**config.mk**
```make
export PLATFORM = sky130hd
export DESIGN_NAME = feistel_round_sequencer
export DESIGN_NICKNAME = d
export VERILOG_FILES = /design/src/rtl/frs_pkg.sv /design/src/rtl/feistel_round_sequencer_key_shift_ctl.sv /design/src/rtl/feistel_round_sequencer.sv
export SDC_FILE = /design/constraint.sdc
export NUM_CORES = 1
export LEC_CHECK = 0
export CAP_MARGIN = 10
export CORE_MARGIN = 1.5
export CORE_UTILIZATION = 35
export CTS_CLUSTER_DIAMETER = 50
export DETAILED_ROUTE_END_ITERATION = 10
export PLACE_DENSITY = 0.76
export SKIP_LAST_GASP = 1
export SLEW_MARGIN = 20
export SYNTH_ARGS = -nofsm -noshare
export SYNTH_HDL_FRONTEND = slang
export SYNTH_SLANG_ARGS = --single-unit
```
**constraint.sdc**
```tcl
create_clock -name clk -period 4.77 [get_ports clk]
set_input_delay 1.1925 -clock clk [delete_from_list [all_inputs] [get_ports clk]]
set_output_delay 1.1925 -clock clk [all_outputs]
set_load 0.05 [all_outputs]
```
**src/rtl/frs_pkg.sv**
```systemverilog
// Shared types and constants for the Feistel round sequencer.
// Contents: state encoding, DES one-bit-shift table, mode codes, table lookup.
package frs_pkg;

  typedef enum logic [2:0] {
    ST_IDLE  = 3'd0,
    ST_LOAD  = 3'd1,
    ST_RUN   = 3'd2,
    ST_FINAL = 3'd3,
    ST_DONE  = 3'd4,
    ST_ERROR = 3'd5
  } state_e;

  localparam logic MODE_ENC = 1'b0;
  localparam logic MODE_DEC = 1'b1;

  localparam int DES_ROUNDS = 16;

  // Bit r set: DES round r rotates C/D by one place instead of two.
  localparam logic [16:0] DES_ONE_SHIFT =
    (17'd1 << 1) | (17'd1 << 2) | (17'd1 << 9) | (17'd1 << 16);

  function automatic logic des_one_shift(input int unsigned r);
    logic res;
    res = 1'b0;
    if (r <= 32'd16) res = DES_ONE_SHIFT[r[4:0]];
    return res;
  endfunction

endpackage

```
**src/rtl/feistel_round_sequencer_key_shift_ctl.sv**
```systemverilog
// Key-schedule control: maps (d, round) to rotate direction and amount.
// Ports: active_i/run_i gates, d_i, round_i in; key_dir_o, shift_two_o out.
module frs_key_shift_ctl
  import frs_pkg::*;
#(
  parameter int NUM_ROUNDS = 16,
  parameter int RC_W       = $clog2(NUM_ROUNDS + 1)
) (
  input  logic            active_i,
  input  logic            run_i,
  input  logic            d_i,
  input  logic [RC_W-1:0] round_i,
  output logic            key_dir_o,
  output logic            shift_two_o
);

  localparam logic DES_SCHED = (NUM_ROUNDS == DES_ROUNDS);

  // Decrypt round 1 gets shift_two=0; the datapath applies no rotation
  // at all there (decrypt-hold), so one table serves both directions.
  assign key_dir_o   = active_i & d_i;
  assign shift_two_o = run_i & DES_SCHED
                     & ~des_one_shift(32'(round_i));

endmodule

```
**src/rtl/feistel_round_sequencer.sv**
```systemverilog
// Control FSM for a DES / TDES-EDE Feistel datapath: LOAD, RUN, FINAL, DONE.
// Ports: start/mode/ready/abort in; status, counters, key and datapath enables out.
// Build option: define FRS_TDES_EN to honour NUM_PASSES (EDE sequencing).
module feistel_round_sequencer
  import frs_pkg::*;
#(
  parameter int NUM_ROUNDS = 16,
  parameter int NUM_PASSES = 3,
  parameter int RC_W       = $clog2(NUM_ROUNDS + 1),
  parameter int PC_W       = 2
) (
  input  logic            clk,
  input  logic            rst,
  input  logic            start,
  input  logic            mode,
  input  logic            key_ready,
  input  logic            data_ready,
  input  logic            abort,
  output logic            busy,
  output logic            done,
  output logic            error,
  output logic [2:0]      state,
  output logic [RC_W-1:0] round_count,
  output logic [PC_W-1:0] pass_count,
  output logic [PC_W-1:0] key_sel,
  output logic            key_dir,
  output logic            shift_two,
  output logic            key_load,
  output logic            en_ip,
  output logic            load_data,
  output logic            en_round,
  output logic            en_fp,
  output logic            sel_output
);

`ifdef FRS_TDES_EN
  localparam int PASSES = NUM_PASSES;
`else
  localparam int PASSES = 1;
`endif

  localparam logic [RC_W-1:0] LAST_RND  = RC_W'(NUM_ROUNDS);
  localparam logic [PC_W-1:0] LAST_PASS = PC_W'(PASSES - 1);

  state_e          state_q, state_d;
  logic [RC_W-1:0] round_q, round_d;
  logic [PC_W-1:0] pass_q, pass_d;
  logic            mode_q, mode_d;
  logic            accept;
  logic            d_eff;
  logic            in_run;

  assign accept = start & key_ready & data_ready;

  always_ff @(posedge clk or posedge rst) begin
    if (rst) begin
      state_q <= ST_IDLE;
      round_q <= '0;
      pass_q  <= '0;
      mode_q  <= MODE_ENC;
    end else begin
      state_q <= state_d;
      round_q <= round_d;
      pass_q  <= pass_d;
      mode_q  <= mode_d;
    end
  end

  always_comb begin
    state_d = state_q;
    round_d = round_q;
    pass_d  = pass_q;
    mode_d  = mode_q;
    unique case (state_q)
      ST_IDLE: begin
        if (abort) begin
          state_d = ST_IDLE;
        end else if (accept) begin
          state_d = ST_LOAD;
          mode_d  = mode;
          pass_d  = '0;
          round_d = '0;
        end else if (start) begin
          state_d = ST_ERROR;
        end
      end
      ST_LOAD: begin
        state_d = ST_RUN;
        round_d = RC_W'(1);
      end
      ST_RUN: begin
        if (round_q == LAST_RND) begin
          round_d = '0;
          if (pass_q != LAST_PASS) begin
            pass_d  = pass_q + PC_W'(1);
            state_d = ST_LOAD;
          end else begin
            state_d = ST_FINAL;
          end
        end else begin
          round_d = round_q + RC_W'(1);
        end
      end
      ST_FINAL: state_d = ST_DONE;
      ST_DONE: begin
        state_d = ST_IDLE;
        pass_d  = '0;
      end
      ST_ERROR: begin
        if (accept) state_d = ST_IDLE;
      end
      default: begin
        state_d = ST_IDLE;
        round_d = '0;
        pass_d  = '0;
      end
    endcase
    // Abort wins over everything outside IDLE; done is never reached.
    if (abort && (state_q != ST_IDLE)) begin
      state_d = ST_IDLE;
      round_d = '0;
      pass_d  = '0;
    end
  end

  assign in_run     = (state_q == ST_RUN);
  assign busy       = (state_q == ST_LOAD) | in_run
                    | (state_q == ST_FINAL);
  assign done       = (state_q == ST_DONE);
  assign sel_output = (state_q == ST_DONE);
  assign error      = (state_q == ST_ERROR);
  assign state      = state_q;
  assign round_count = round_q;
  assign pass_count = pass_q;
  assign key_load   = (state_q == ST_LOAD);
  assign en_ip      = key_load & (pass_q == '0);
  assign load_data  = key_load & (pass_q == '0);
  assign en_round   = in_run;
  assign en_fp      = (state_q == ST_FINAL);

`ifdef FRS_TDES_EN
  // EDE: the middle pass runs opposite to the requested direction.
  assign d_eff   = mode_q ^ (pass_q == PC_W'(1));
  assign key_sel = !busy ? '0
                 : (mode_q == MODE_DEC) ? (LAST_PASS - pass_q)
                 : pass_q;
`else
  assign d_eff   = mode_q;
  assign key_sel = '0;
`endif

  frs_key_shift_ctl #(
    .NUM_ROUNDS(NUM_ROUNDS),
    .RC_W      (RC_W)
  ) u_ksc (
    .active_i   (busy),
    .run_i      (in_run),
    .d_i        (d_eff),
    .round_i    (round_q),
    .key_dir_o  (key_dir),
    .shift_two_o(shift_two)
  );

endmodule

```
==> flow_metrics.py <==
metrics = {
    "floorplanning": {
        "die_area_mm2": 0.00273,
        "die_height_um": 52.2,
        "initial_utilization_pct": 37.6,
        "fp.dieW_um": 52.2,
        "placementRows": 17,
        "core-area_mm2": 0.00225,
        "pin_count": 30,
    },
    "sta": {
        "grt_setup_unrepaired": "no",
        "max_freq_mhz": 294,
        "final_max_slew_violation_count": 0,
        "setup_tns_final_ns": 0,
        "finalHoldWorstSlack_ns": 0.506,
        "finalWorstSetupSlack_ns": 1.36,
        "remaining_max_slew_budget_at_the_tightest_pin_pct": 65.2,
        "setup-violations-final": 0,
        "timing.final.hold_violations": 0,
        "final.period_utilization_pct": 71.4,
        "final.min_clock_period_ns": 3.41,
        "timing_worst_slew_pin_value_ns": 0.521,
        "clock-skew-final_ns": 0.00173,
    },
    "worst_setup_path": {
        "setup.worst_path.end": "shift_two",
        "cp_data_arrival_time_ns": 2.21,
        "critPathTopFamily": "buffers and inverters",
        "critical_path_buf_inv_count": 2,
        "max_stage_delay_ns": 0.80,
        "critical_path_required_ns": 3.58,
        "timing.critical_path.slowest_stage_cell": "clkdlybuf4s50_1",
        "timing.rr.start": "state[1]$_DFFE_PP0P_",
        "reg2reg_slack_ns": 3.09,
        "setup.worst_path.start": "round_count[0]$_DFFE_PP0P_",
        "ff2ff_path_depth": 4,
        "worst-path-max-fanout": 6,
        "timing.critical_path.from_type": "flop",
        "reg2reg_to": "round_count[2]$_DFFE_PP0P_",
        "criticalPathCategory": "reg -> out",
        "worst-path-stages": 5,
        "worst_setup_path_end_kind": "output pin",
        "worstPathCellList": "inv_1, ha_1, mux2i_1, o311a_1, clkdlybuf4s50_1",
    },
    "min_path": {
        "worst_hold_path_type": "reg -> reg",
        "holdCritStartpoint": "d_eff$_DFFE_PP0P_",
    },
    "placement": {
        "dp.cells": 139,
        "place_worst_setup_slack_ns": 1.65,
        "place.gp.congestion": 0.858,
        "place_hpwl_mm": 1.41,
        "placement.cell_area_mm2": 0.00109,
        "numPortBuffers": 27,
    },
    "yosys": {
        "synth_cell_types": 38,
        "avgSynthCellArea_um2": 9.32,
        "synth-warning-count": 0,
        "seq_area_frac_synth_pct": 32.4,
        "synth_cells": 91,
        "syn-cell-area_um2": 848,
        "synthesized_flop_and_latch_total": 11,
    },
    "clock_tree": {
        "worst_setup_hold_path_clk_slew_ns": 0.07,
        "cts_hold_repair.buffers": 0,
        "clock_insertion_delay_worst_skew_ns": 0.27,
        "cts_resized": 0,
        "htree_num_levels": 1,
        "postCtsSetupBuffers": 0,
        "clk_root_buffer_cell": "clkbuf_4",
        "cts-buffers-inserted": 3,
        "tritoncts_num_sinks": 11,
        "clockBufferDepth": 2,
        "tritoncts_clock_tree": "yes",
    },
    "layout": {
        "antenna-diode-count": 0,
        "fraction_of_the_core_area_covered_by_cells_at_the_end_of_the_flow_pct": 49.6,
        "instances_no_fill": 143,
        "stdcell_area_mm2": 0.00112,
        "layout-drive-gt1-share_pct": 13.0,
        "area.growth.synth_to_final_pct": 31.9,
        "nets": 127,
    },
    "drt": {
        "routedWlPerCell_um": 12.8,
        "vias": 755,
        "drt_pass1_iterations": 6,
        "first_iter_violations": 11,
        "antenna_violating_nets_post_route": 0,
        "wl_mm": 1.84,
        "drc_errors": 0,
        "avgViaCountPerCell": 5.28,
    },
    "grt": {
        "global_route_usage_sum_pct": 14.9,
        "grt_util_met1_pct": 20.3,
        "grt_start_max_net_pins": 16,
        "grt_remaining_overflow": 0,
        "antenna_found_initial": 0,
        "grtUsageMet2_pct": 22.6,
        "grt-busiest-layer": "met2",
        "first_pass_grt_wire_length_mm": 2.98,
        "grt_pass1_vias": 658,
        "globalRouteMet3Util_pct": 2.57,
    },
    "power": {
        "power.share.combinational_pct": 42.6,
        "p_seq_share_pct": 36.5,
        "design_power_total_uw": 314,
        "pwr-share-clk_pct": 20.9,
        "power.static_leakage_nw": 0.456,
        "power_density_mw_per_mm2": 281,
        "switching_share_pct": 41.9,
        "power.ir.vdd_worst_mv": 0.187,
        "p_sw_uw": 131,
        "power.internal_uw": 182,
    },
    "run": {
        "timing.max_cap.violations": 0,
    },
    "run_status": {
        "outcome": "complete, no violations",
    },
}
==> final cells by class <==
cell class	instances	area, um2
repair buffers	27	270
fillers	210	1140
well taps	28	35.0
flip-flops and latches	11	275
clock buffers	4	26.3
inverters	8	30.0
multi-input cells	65	482
==> layout by cell type (no fill, tap or decap), types with 2 or more instances in the layout <==
cell type	Yosys	routed
clkdlybuf4s50_1	0	27
dfrtp_1	11	11
inv_1	8	8
nor2_1	7	7
nand3_1	6	6
and2_1	4	4
nand2_1	4	4
ha_1	4	4
a21oi_1	3	3
a211oi_1	3	3
clkbuf_4	0	3
o21a_1	2	2
nor3_1	2	2
o21ai_0	2	2
o31ai_1	2	2
o41ai_1	2	2
a21o_1	2	2
mux2_2	2	2
a22o_2	2	2
conb_1	1	2
==> cells in the mapped netlist <==
library cell / instances / area (um2)
xnor2_1: 1 / 8.76
buf_6: 1 / 11.3
o21ba_1: 1 / 10.0
o311a_1: 1 / 10.0
o31ai_1: 2 / 15.0
nor4b_1: 1 / 8.76
a22o_2: 2 / 20.0
a21o_1: 2 / 15.0
or2b_2: 1 / 8.76
o21a_1: 2 / 15.0
mux2i_1: 1 / 10.0
and2_1: 4 / 25.0
nand2_1: 4 / 15.0
nor3_1: 2 / 10.0
a21oi_1: 3 / 15.0
and4bb_2: 1 / 12.5
o41ai_1: 2 / 17.5
mux2_2: 2 / 22.5
inv_1: 8 / 30.0
dfrtp_1: 11 / 275
a311o_1: 1 / 10.0
buf_4: 4 / 30.0
buf_2: 2 / 10.0
or4b_4: 1 / 13.8
nor2_8: 1 / 20.0
a211oi_1: 3 / 22.5
a21oi_2: 1 / 8.76
clkbuf_8: 1 / 13.8
and2b_2: 1 / 8.76
nand2b_1: 1 / 6.26
ha_1: 4 / 50.1
o21ai_0: 2 / 10.0
nand4bb_1: 1 / 11.3
nand3_1: 6 / 30.0
nor2_1: 7 / 26.3
or2_2: 1 / 6.26
a21boi_2: 1 / 11.3
conb_1: 1 / 3.75
==> power groups by stage <==
stage | registers (mW) | clock network (mW) | logic, mW
after global routing | 0.117 | 0.0735 | 0.144
after CTS | 0.115 | 0.0668 | 0.135
after floorplan | 0.130 | 0 | 0.0857
after global placement | 0.116 | 0 | 0.133
final | 0.114 | 0.0655 | 0.134
after detailed placement | 0.116 | 0 | 0.134
==> worst min path at each step <==
stage	end	slack [ns]	cells past startpoint
after floorplan	d_eff$_DFFE_PP0P_	0.47	1
after global placement	d_eff$_DFFE_PP0P_	0.48	1
after detailed placement	d_eff$_DFFE_PP0P_	0.50	1
after CTS	d_eff$_DFFE_PP0P_	0.51	1
after global routing	pass_count[0]$_DFFE_PP0P_	0.55	1
final	d_eff$_DFFE_PP0P_	0.51	1
==> registers in the layout (all words and copies together), names as in the netlist <==
name	cells
round_count	5
state	3
d_eff	1
pass_count	2
==> kinds of logic after synthesis <==
group / share of synthesized area [%]
xor+xnor: 1.03
other cells: 0.442
mux: 3.83
simple gates: 23.9
flops: 32.4
fa+ha+maj: 5.90
buf+inv: 11.2
compound gates: 21.2
==> metal layers <==
layer / share of wire [%] / wire length [um]
met4: 2.3 / 43
met1: 46 / 852
met2: 45 / 831
met3: 5.9 / 108
met5: 0 / 0
Power figures use the tool's default switching activity.
